**config.mk**
```make
export PLATFORM = sky130hd
export DESIGN_NAME = mult_seq32
export DESIGN_NICKNAME = d
export VERILOG_FILES = /design/src/rtl/mult_seq32.sv
export SDC_FILE = /design/constraint.sdc
export NUM_CORES = 1
export LEC_CHECK = 0
export BUFFER_PORTS_ARGS = -buffer_cell sky130_fd_sc_hd__buf_2
export CAP_MARGIN = 20
export CELL_PAD_IN_SITES_DETAIL_PLACEMENT = 1
export CELL_PAD_IN_SITES_GLOBAL_PLACEMENT = 2
export CORE_ASPECT_RATIO = 0.9
export CORE_UTILIZATION = 30
export DETAILED_ROUTE_END_ITERATION = 6
export GPL_TIMING_DRIVEN = 0
export PLACE_DENSITY_LB_ADDON = 0.12
export SKIP_CTS_REPAIR_TIMING = 1
export SYNTH_ARGS = -nofsm -noshare
export SYNTH_HDL_FRONTEND = slang
export SYNTH_SLANG_ARGS = --single-unit
```
**constraint.sdc**
```tcl
create_clock -name clock -period 5.2 [get_ports clock]
set_input_delay 0.26 -clock clock [delete_from_list [all_inputs] [get_ports clock]]
set_output_delay 0.26 -clock clock [all_outputs]
set_load 0.01 [all_outputs]
```
**src/rtl/mult_seq32.sv**
```systemverilog
// Iterative 32-bit signed multiplier: one radix-2 Booth step per cycle on a 33-bit add path.
// Delivers the low product word and a signed-overflow flag 32 cycles after the start edge.
module mult_seq32 #(
    parameter int WIDTH = 32,
    parameter int CNT_W = 6
) (
    input  logic             clock,
    input  logic             reset,
    input  logic             ctrl_mult,
    input  logic [WIDTH-1:0] data_operandA,
    input  logic [WIDTH-1:0] data_operandB,
    output logic [WIDTH-1:0] data_result,
    output logic             data_exception,
    output logic             data_resultRDY,
    output logic             busy
);

    typedef enum logic [1:0] {
        IDLE = 2'd0,
        RUN  = 2'd1,
        DONE = 2'd2
    } state_t;

    state_t state, state_nxt;

    logic [WIDTH-1:0] m_reg;
    logic [WIDTH-1:0] q_reg;
    logic [WIDTH:0]   p_hi;
    logic             q_m1;
    logic [CNT_W-1:0] cnt;
    logic [WIDTH-1:0] result_q;
    logic             exc_q;

    logic [1:0]       booth;
    logic [WIDTH:0]   addend;
    logic             cin;
    logic [WIDTH:0]   sum;
    logic [WIDTH:0]   p_step;
    logic [WIDTH-1:0] q_step;
    logic             qm1_step;
    logic             last_step;
    logic             exc_step;

    // Booth step: 33-bit add/subtract of the sign-extended multiplicand, then arithmetic shift
    always_comb begin
        booth  = {q_reg[0], q_m1};
        addend = '0;
        cin    = 1'b0;
        case (booth)
            2'b01: addend = {m_reg[WIDTH-1], m_reg};
            2'b10: begin
                addend = ~{m_reg[WIDTH-1], m_reg};
                cin    = 1'b1;
            end
            default: addend = '0;
        endcase
        sum       = p_hi + addend + {{WIDTH{1'b0}}, cin};
        p_step    = {sum[WIDTH], sum[WIDTH:1]};
        q_step    = {sum[0], q_reg[WIDTH-1:1]};
        qm1_step  = q_reg[0];
        last_step = (state == RUN) && !ctrl_mult && (cnt == CNT_W'(WIDTH - 1));
        exc_step  = (p_step[WIDTH-1:0] != {WIDTH{q_step[WIDTH-1]}});
    end

    always_ff @(posedge clock or posedge reset) begin
        if (reset) begin
            state <= IDLE;
        end else begin
            state <= state_nxt;
        end
    end

    always_comb begin
        state_nxt      = state;
        busy           = 1'b0;
        data_resultRDY = 1'b0;
        case (state)
            RUN:  busy = 1'b1;
            DONE: data_resultRDY = 1'b1;
            default: ;
        endcase
        if (ctrl_mult) begin
            state_nxt = RUN;
        end else begin
            case (state)
                RUN:     if (cnt == CNT_W'(WIDTH - 1)) state_nxt = DONE;
                DONE:    state_nxt = IDLE;
                default: state_nxt = state;
            endcase
        end
    end

    always_ff @(posedge clock or posedge reset) begin
        if (reset) begin
            m_reg    <= '0;
            q_reg    <= '0;
            p_hi     <= '0;
            q_m1     <= 1'b0;
            cnt      <= '0;
            result_q <= '0;
            exc_q    <= 1'b0;
        end else if (ctrl_mult) begin
            m_reg <= data_operandA;
            q_reg <= data_operandB;
            p_hi  <= '0;
            q_m1  <= 1'b0;
            cnt   <= '0;
        end else if (state == RUN) begin
            p_hi <= p_step;
            q_reg <= q_step;
            q_m1 <= qm1_step;
            cnt  <= cnt + 1'b1;
            if (last_step) begin
                result_q <= q_step;
                exc_q    <= exc_step;
            end
        end
    end

    assign data_result    = result_q;
    assign data_exception = exc_q;

endmodule

```
# Word-level counts from Yosys, hierarchy flattened

Index checks and enable logic that the tools add are counted.
W data, S select, Z words.

Bits in registers: 139
Bits in latches: 0
RAM bits: 0
ROM bits: 0
Input bits: 67
Output and inout port bits: 35
Word-level logic and storage cells: 42
Memories kept: 0

$add $sub $neg: 3
$mul: 0
Divide/modulo/power cells: 0
Order comparisons: 0
Equal/unequal tests: 7
Shift operators: 0
Mux-type cells: 15
Bitwise operators: 2
Reductions and logical operators: 7

Operators with widths:

| cell                  | count |
|---|---|
| $mux W33              | 2 |
| $pmux W33 S2          | 1 |
| $mux W32              | 2 |
| $add A33 B1 Y33       | 1 |
| $add A33 B33 Y33      | 1 |
| $not A33 Y33          | 1 |
| $ne A32 B32 Y1        | 1 |
| $mux W6               | 2 |
| $add A6 B1 Y6 const B | 1 |
| $eq A6 B5 Y1 const B  | 1 |
| $mux W1               | 5 |
| $eq A2 B1 Y1 const B  | 2 |
| $eq A2 B2 Y1 const B  | 2 |
| $mux W2               | 2 |
| $pmux W2 S2           | 1 |
| $ne A3 B3 Y1 const B  | 1 |
| $reduce_and A3 Y1     | 1 |
| $reduce_bool A3 Y1    | 1 |
| $logic_and A1 B1 Y1   | 2 |
| $reduce_and A2 Y1     | 1 |
| $reduce_bool A2 Y1    | 1 |
| $logic_not A1 Y1      | 1 |
| $not A1 Y1            | 1 |

# Depth between registers and ports, before layout

Depth in word-level cells: 6
Gate-level depth with buffers: 18
Mapped depth without buffers: 16

# Least setup slack after synthesis

Ideal clock, no wire load.

Path kind: register -> register
Start: reg q_reg[0]
End: reg exc_q, in the netlist data_exception
Library setup time: 0.126 ns
Arrival time: 3.815 ns
Required time: 5.074 ns
Slack: 1.259 ns
Cell stages (with the launch flop): 18
Cells stage by stage: dfrtp_1 > nor2b_1 > clkbuf_1 > clkbuf_1 > a21oi_1 > fa_1 > fa_1 > nor2b_1 > o211ai_1 > a21oi_4 > o211a_1 > o21ai_2 > xnor2_1 > or3_1 > nor3_1 > and4_1 > mux2i_1 > o32a_1

Word-level cells in the longest chain between the ends: 5
Elaborated cells on any way between the ends: 7
Those cells by class: 2 x add/sub; 3 x eq/ne; 2 x mux

Ends and longest elaborated chain:

| item                                                | line | source |
|---|---|---|
| start: declaration                                  | 27   | `logic [WIDTH-1:0] q_reg;` |
| start signal: assignment                            | 104  | `q_reg <= data_operandB;` |
| start signal: assignment                            | 110  | `q_reg <= q_step;` |
| $eq A2 B2 Y1 / $eq A2 B1 Y1 (equally long branches) | 49   | `case (booth)` |
| $pmux W33 S2                                        | 49   |  |
| $add A33 B33 Y33                                    | 57   | `sum = p_hi + addend + {{WIDTH{1'b0}}, cin};` |
| $add A33 B1 Y33 *                                   | 57   |  |
| $ne A32 B32 Y1 *                                    | 62   | `exc_step = (p_step[WIDTH-1:0] != {WIDTH{q_step[WIDTH-1]}});` |
| end signal: assignment                              | 115  | `exc_q <= exc_step;` |
| end: declaration                                    | 32   | `logic exc_q;` |

Mark *: on every way between the ends. The rest lies on a longest branch, timed or not.
A chain may end at the register's enable or synchronous reset.

# Final worst setup path

Ends and elaborated chain as after synthesis.

==> flow_summary.json <==
{
  "fp.dieArea_sq_um": 26800,
  "totalNegativeSetupSlack_ns": 0,
  "final_cells": 1302,
  "timing.critical_path.cells": "nor2b_1, clkbuf_1, clkbuf_2, a21oi_1, fa_1, fa_1, nor2b_1, o211ai_1, a21oi_4, o211ai_2, a31oi_2, o311a_1, nor4b_1, nand4b_1, a2111oi_2, a21oi_1, o32a_1",
  "fillers": 2909,
  "clkTransAtPathRegs_ns": 0.07,
  "area_growth_pct": 20.2,
  "worst_ir_drop_vdd_uv": 202,
  "final_weighted_congestion_in_routability_driven_placement": 0.802,
  "initial_antenna_violation_count": 0,
  "synth_ff_type": "sky130_fd_sc_hd__dfrtp_1",
  "synth_mux_area_share_pct": 13.4,
  "crit_required_ns": 5.51,
  "critPathMaxStageDelay_ns": 0.43,
  "synth-seq-area-share_pct": 44.0,
  "p_per_area_nw_per_um2": 363,
  "synth_top_area_share_pct": 44.0,
  "post_synth_edffs": 0,
  "wire_per_inst_um": 18.2,
  "clockRootBuffer": "sky130_fd_sc_hd__clkbuf_16",
  "hold_viol_final": 0,
  "main_combinational_cell_family_by_area_after_synthesis": "compound AO/OA/AOI/OAI gates",
  "critical_path_class": "reg2reg",
  "async_reset_ff_share_pct": 100,
  "drt.antenna.violating_nets": 0,
  "final_setup_fails": 0,
  "clock_sink_count": 138,
  "placed_cells": 1269,
  "postSynthRegisterBits": 138,
  "crit_buf_inv": 2,
  "total_number_of_yosys_warnings": 0,
  "outcome": "complete, no violations",
  "synth_area_leaders": "sky130_fd_sc_hd__dfrtp_1 44%, sky130_fd_sc_hd__mux2_2 9.2%, sky130_fd_sc_hd__nand2_1 6.4%, sky130_fd_sc_hd__o21ai_0 5.2%, sky130_fd_sc_hd__ha_1 5.1%",
  "share_of_the_cycle_needed_by_the_critical_path_after_routing_pct": 91.8,
  "floorplan.rows": 55,
  "timing.critical_path.arrival_ns": 5.09,
  "proportion_of_layout_cells_with_a_drive_suffix_above_1_pct": 23.0,
  "critical_path.slowest_cell": "sky130_fd_sc_hd__fa_1",
  "first_global_vias": 6923,
  "slew_viols_final": 0,
  "floorplan.io_pins": 102,
  "fin_nets": 1048,
  "drcViolationCount": 0,
  "critical_path.top_delay_family": "compound AO/OA/AOI/OAI gates",
  "floorplan.die.width_um": 172,
  "synth_area_in_adders_pct": 5.62,
  "synthDistinctLibCells": 67,
  "critPathCaptureType": "flop",
  "grt_setup_unrepaired": "false",
  "most-common-layout-cells": "138 x sky130_fd_sc_hd__dfrtp_1, 134 x sky130_fd_sc_hd__nand2_1, 102 x sky130_fd_sc_hd__buf_2",
  "synth.cell_area_sq_um": 7840,
  "htreeDepth": 4,
  "worstSkewPairLatency_ns": 0.44,
  "synth_fp_nets": 925,
  "holdCritPathClass": "in2reg",
  "multiInputGateArea_sq_um": 4170,
  "fp.coreArea_sq_um": 25400,
  "detail_route.wirelength_mm": 23.6,
  "cap_violations": 0,
  "post_synth_and_or_nand_nor_area_fraction_pct": 15.0,
  "maximum_number_of_pins_on_one_net_before_global_route_repair": 86,
  "fmax_ghz": 0.210,
  "worst_slew_pin_slew_ns": 0.885,
  "cp_max_fo": 10,
  "dominant_cell_type_by_area_after_synthesis": "sky130_fd_sc_hd__dfrtp_1",
  "globalRouteTotalUtil_pct": 19.0,
  "globalRoute.totalOverflow": 0,
  "grt_pass1_wl_mm": 38.8,
  "period_minus_slack_ns": 4.77,
  "synthXorXnorAreaFrac_pct": 3.24,
  "cts_tree": "done",
  "numPortBuffers": 101,
  "p_leak_nw": 4.50,
  "syn_inst": 824,
  "timing.clock.skew_ns": 0.0150,
  "timing.critical_path.from_type": "flop",
  "drt_iter0_markers": 195,
  "final_common_cell": "sky130_fd_sc_hd__dfrtp_1",
  "detailroute.via_count": 6469,
  "syn_area_per_cell_sq_um": 9.52,
  "hpwl_mm": 17.1,
  "n_diodes": 0,
  "vias_per_cell": 4.97,
  "dr.pass1.iters": 4,
  "effective_utilization_at_floorplan_pct": 30.9,
  "dieHeight_um": 155,
  "sequential_cell_area_sq_um": 3450,
  "cts_buffers": 17,
  "synth_compound_gate_area_share_pct": 15.9,
  "slew-limit-headroom_pct": 41.0,
  "clockBufferDepth": 2
}
layer usage:
metal	GRT usage [%]	up-vias	part of all wire, %
met5	0	-	0
met4	4.42	0	0.78
met3	3.51	12	2.7
met2	30.1	73	47
met1	26.5	3209	50
li1	-	3175	-
synthesized netlist by cell type, types with 2 or more instances:
library cell,instances
sky130_fd_sc_hd__a2111oi_2,2
sky130_fd_sc_hd__a211oi_1,11
sky130_fd_sc_hd__a21o_1,9
sky130_fd_sc_hd__a21oi_1,64
sky130_fd_sc_hd__a31oi_1,5
sky130_fd_sc_hd__and2_1,2
sky130_fd_sc_hd__and3_1,5
sky130_fd_sc_hd__and4_1,2
sky130_fd_sc_hd__buf_1,5
sky130_fd_sc_hd__clkbuf_1,37
sky130_fd_sc_hd__dfrtp_1,138
sky130_fd_sc_hd__fa_1,2
sky130_fd_sc_hd__ha_1,32
sky130_fd_sc_hd__inv_1,15
sky130_fd_sc_hd__mux2_2,64
sky130_fd_sc_hd__mux2i_1,33
sky130_fd_sc_hd__nand2_1,134
sky130_fd_sc_hd__nand2b_1,9
sky130_fd_sc_hd__nand3_1,9
sky130_fd_sc_hd__nand4_1,7
sky130_fd_sc_hd__nor2_1,56
sky130_fd_sc_hd__nor2b_1,6
sky130_fd_sc_hd__nor3_1,8
sky130_fd_sc_hd__nor3b_1,3
sky130_fd_sc_hd__nor4_1,4
sky130_fd_sc_hd__o211ai_1,5
sky130_fd_sc_hd__o21ai_0,81
sky130_fd_sc_hd__o21ai_1,4
sky130_fd_sc_hd__o21ai_2,2
sky130_fd_sc_hd__o21bai_1,2
sky130_fd_sc_hd__o311a_1,2
sky130_fd_sc_hd__or2_2,2
sky130_fd_sc_hd__or3_1,2
sky130_fd_sc_hd__or4_1,2
sky130_fd_sc_hd__xnor2_1,16
sky130_fd_sc_hd__xor2_1,13
worst paths after layout:
| check | endpoint | slack [ns] | cells past startpoint | startpoint |
|---|---|---|---|---|
| max | data_exception | 0.43 | 17 | q_reg[0] |
| min | q_reg[11] | 0.02 | 3 | data_operandB[11] |
| max reg2reg | data_exception | 0.43 | 17 | q_reg[0] |
| min reg2reg | data_result[28] | 0.50 | 1 | data_result[28] |
| max in group asynchronous | m_reg[18] | 3.94 | 4 | reset |
| min in group asynchronous | m_reg[5] | 0.43 | 3 | reset |
worst min-delay path: stages:
cell,delay [ns]
sky130_fd_sc_hd__buf_2,0.07
sky130_fd_sc_hd__nand2_1,0.04
sky130_fd_sc_hd__o21ai_0,0.05
through the flow:
stage	hold WS [ns]	worst slack (ns)	power, mW	area (sq um)	utilization (%)
after global placement	0.471	-0.882	2.17	8770	34.6
after detailed placement	0.363	0.166	2.19	8810	34.7
final	0.0225	0.427	3.42	9430	37.1
after floorplan	0.381	1.24	1.91	7840	-
after global routing	0.0171	0.0532	3.64	9430	37.1
after CTS	-0.111	0.102	3.47	9410	37.1
final cells by class:
type	count	area share, %
Buffer	43	1.74
Clock buffer	17	4.51
Clock inverter	15	1.83
Inverter	16	0.690
Multi-Input combinational cell	627	44.2
Sequential cell	138	36.6
Tap cell	342	4.54
Timing Repair Buffer	104	5.84
kinds of logic after synthesis:
family,count (synthesis)
compound gates,206
xor+xnor,29
fa+ha+maj,34
buf+inv,59
flops,138
mux,97
simple gates,261
report_power, final:
group	switching [mW]	internal, mW	total, mW
Combinational	0.555	0.344	0.899
Sequential	0.0778	1.18	1.26
Clock	0.571	0.686	1.26
Total	1.20	2.21	3.42
Note: power is estimated with default switching activity, not from simulation.
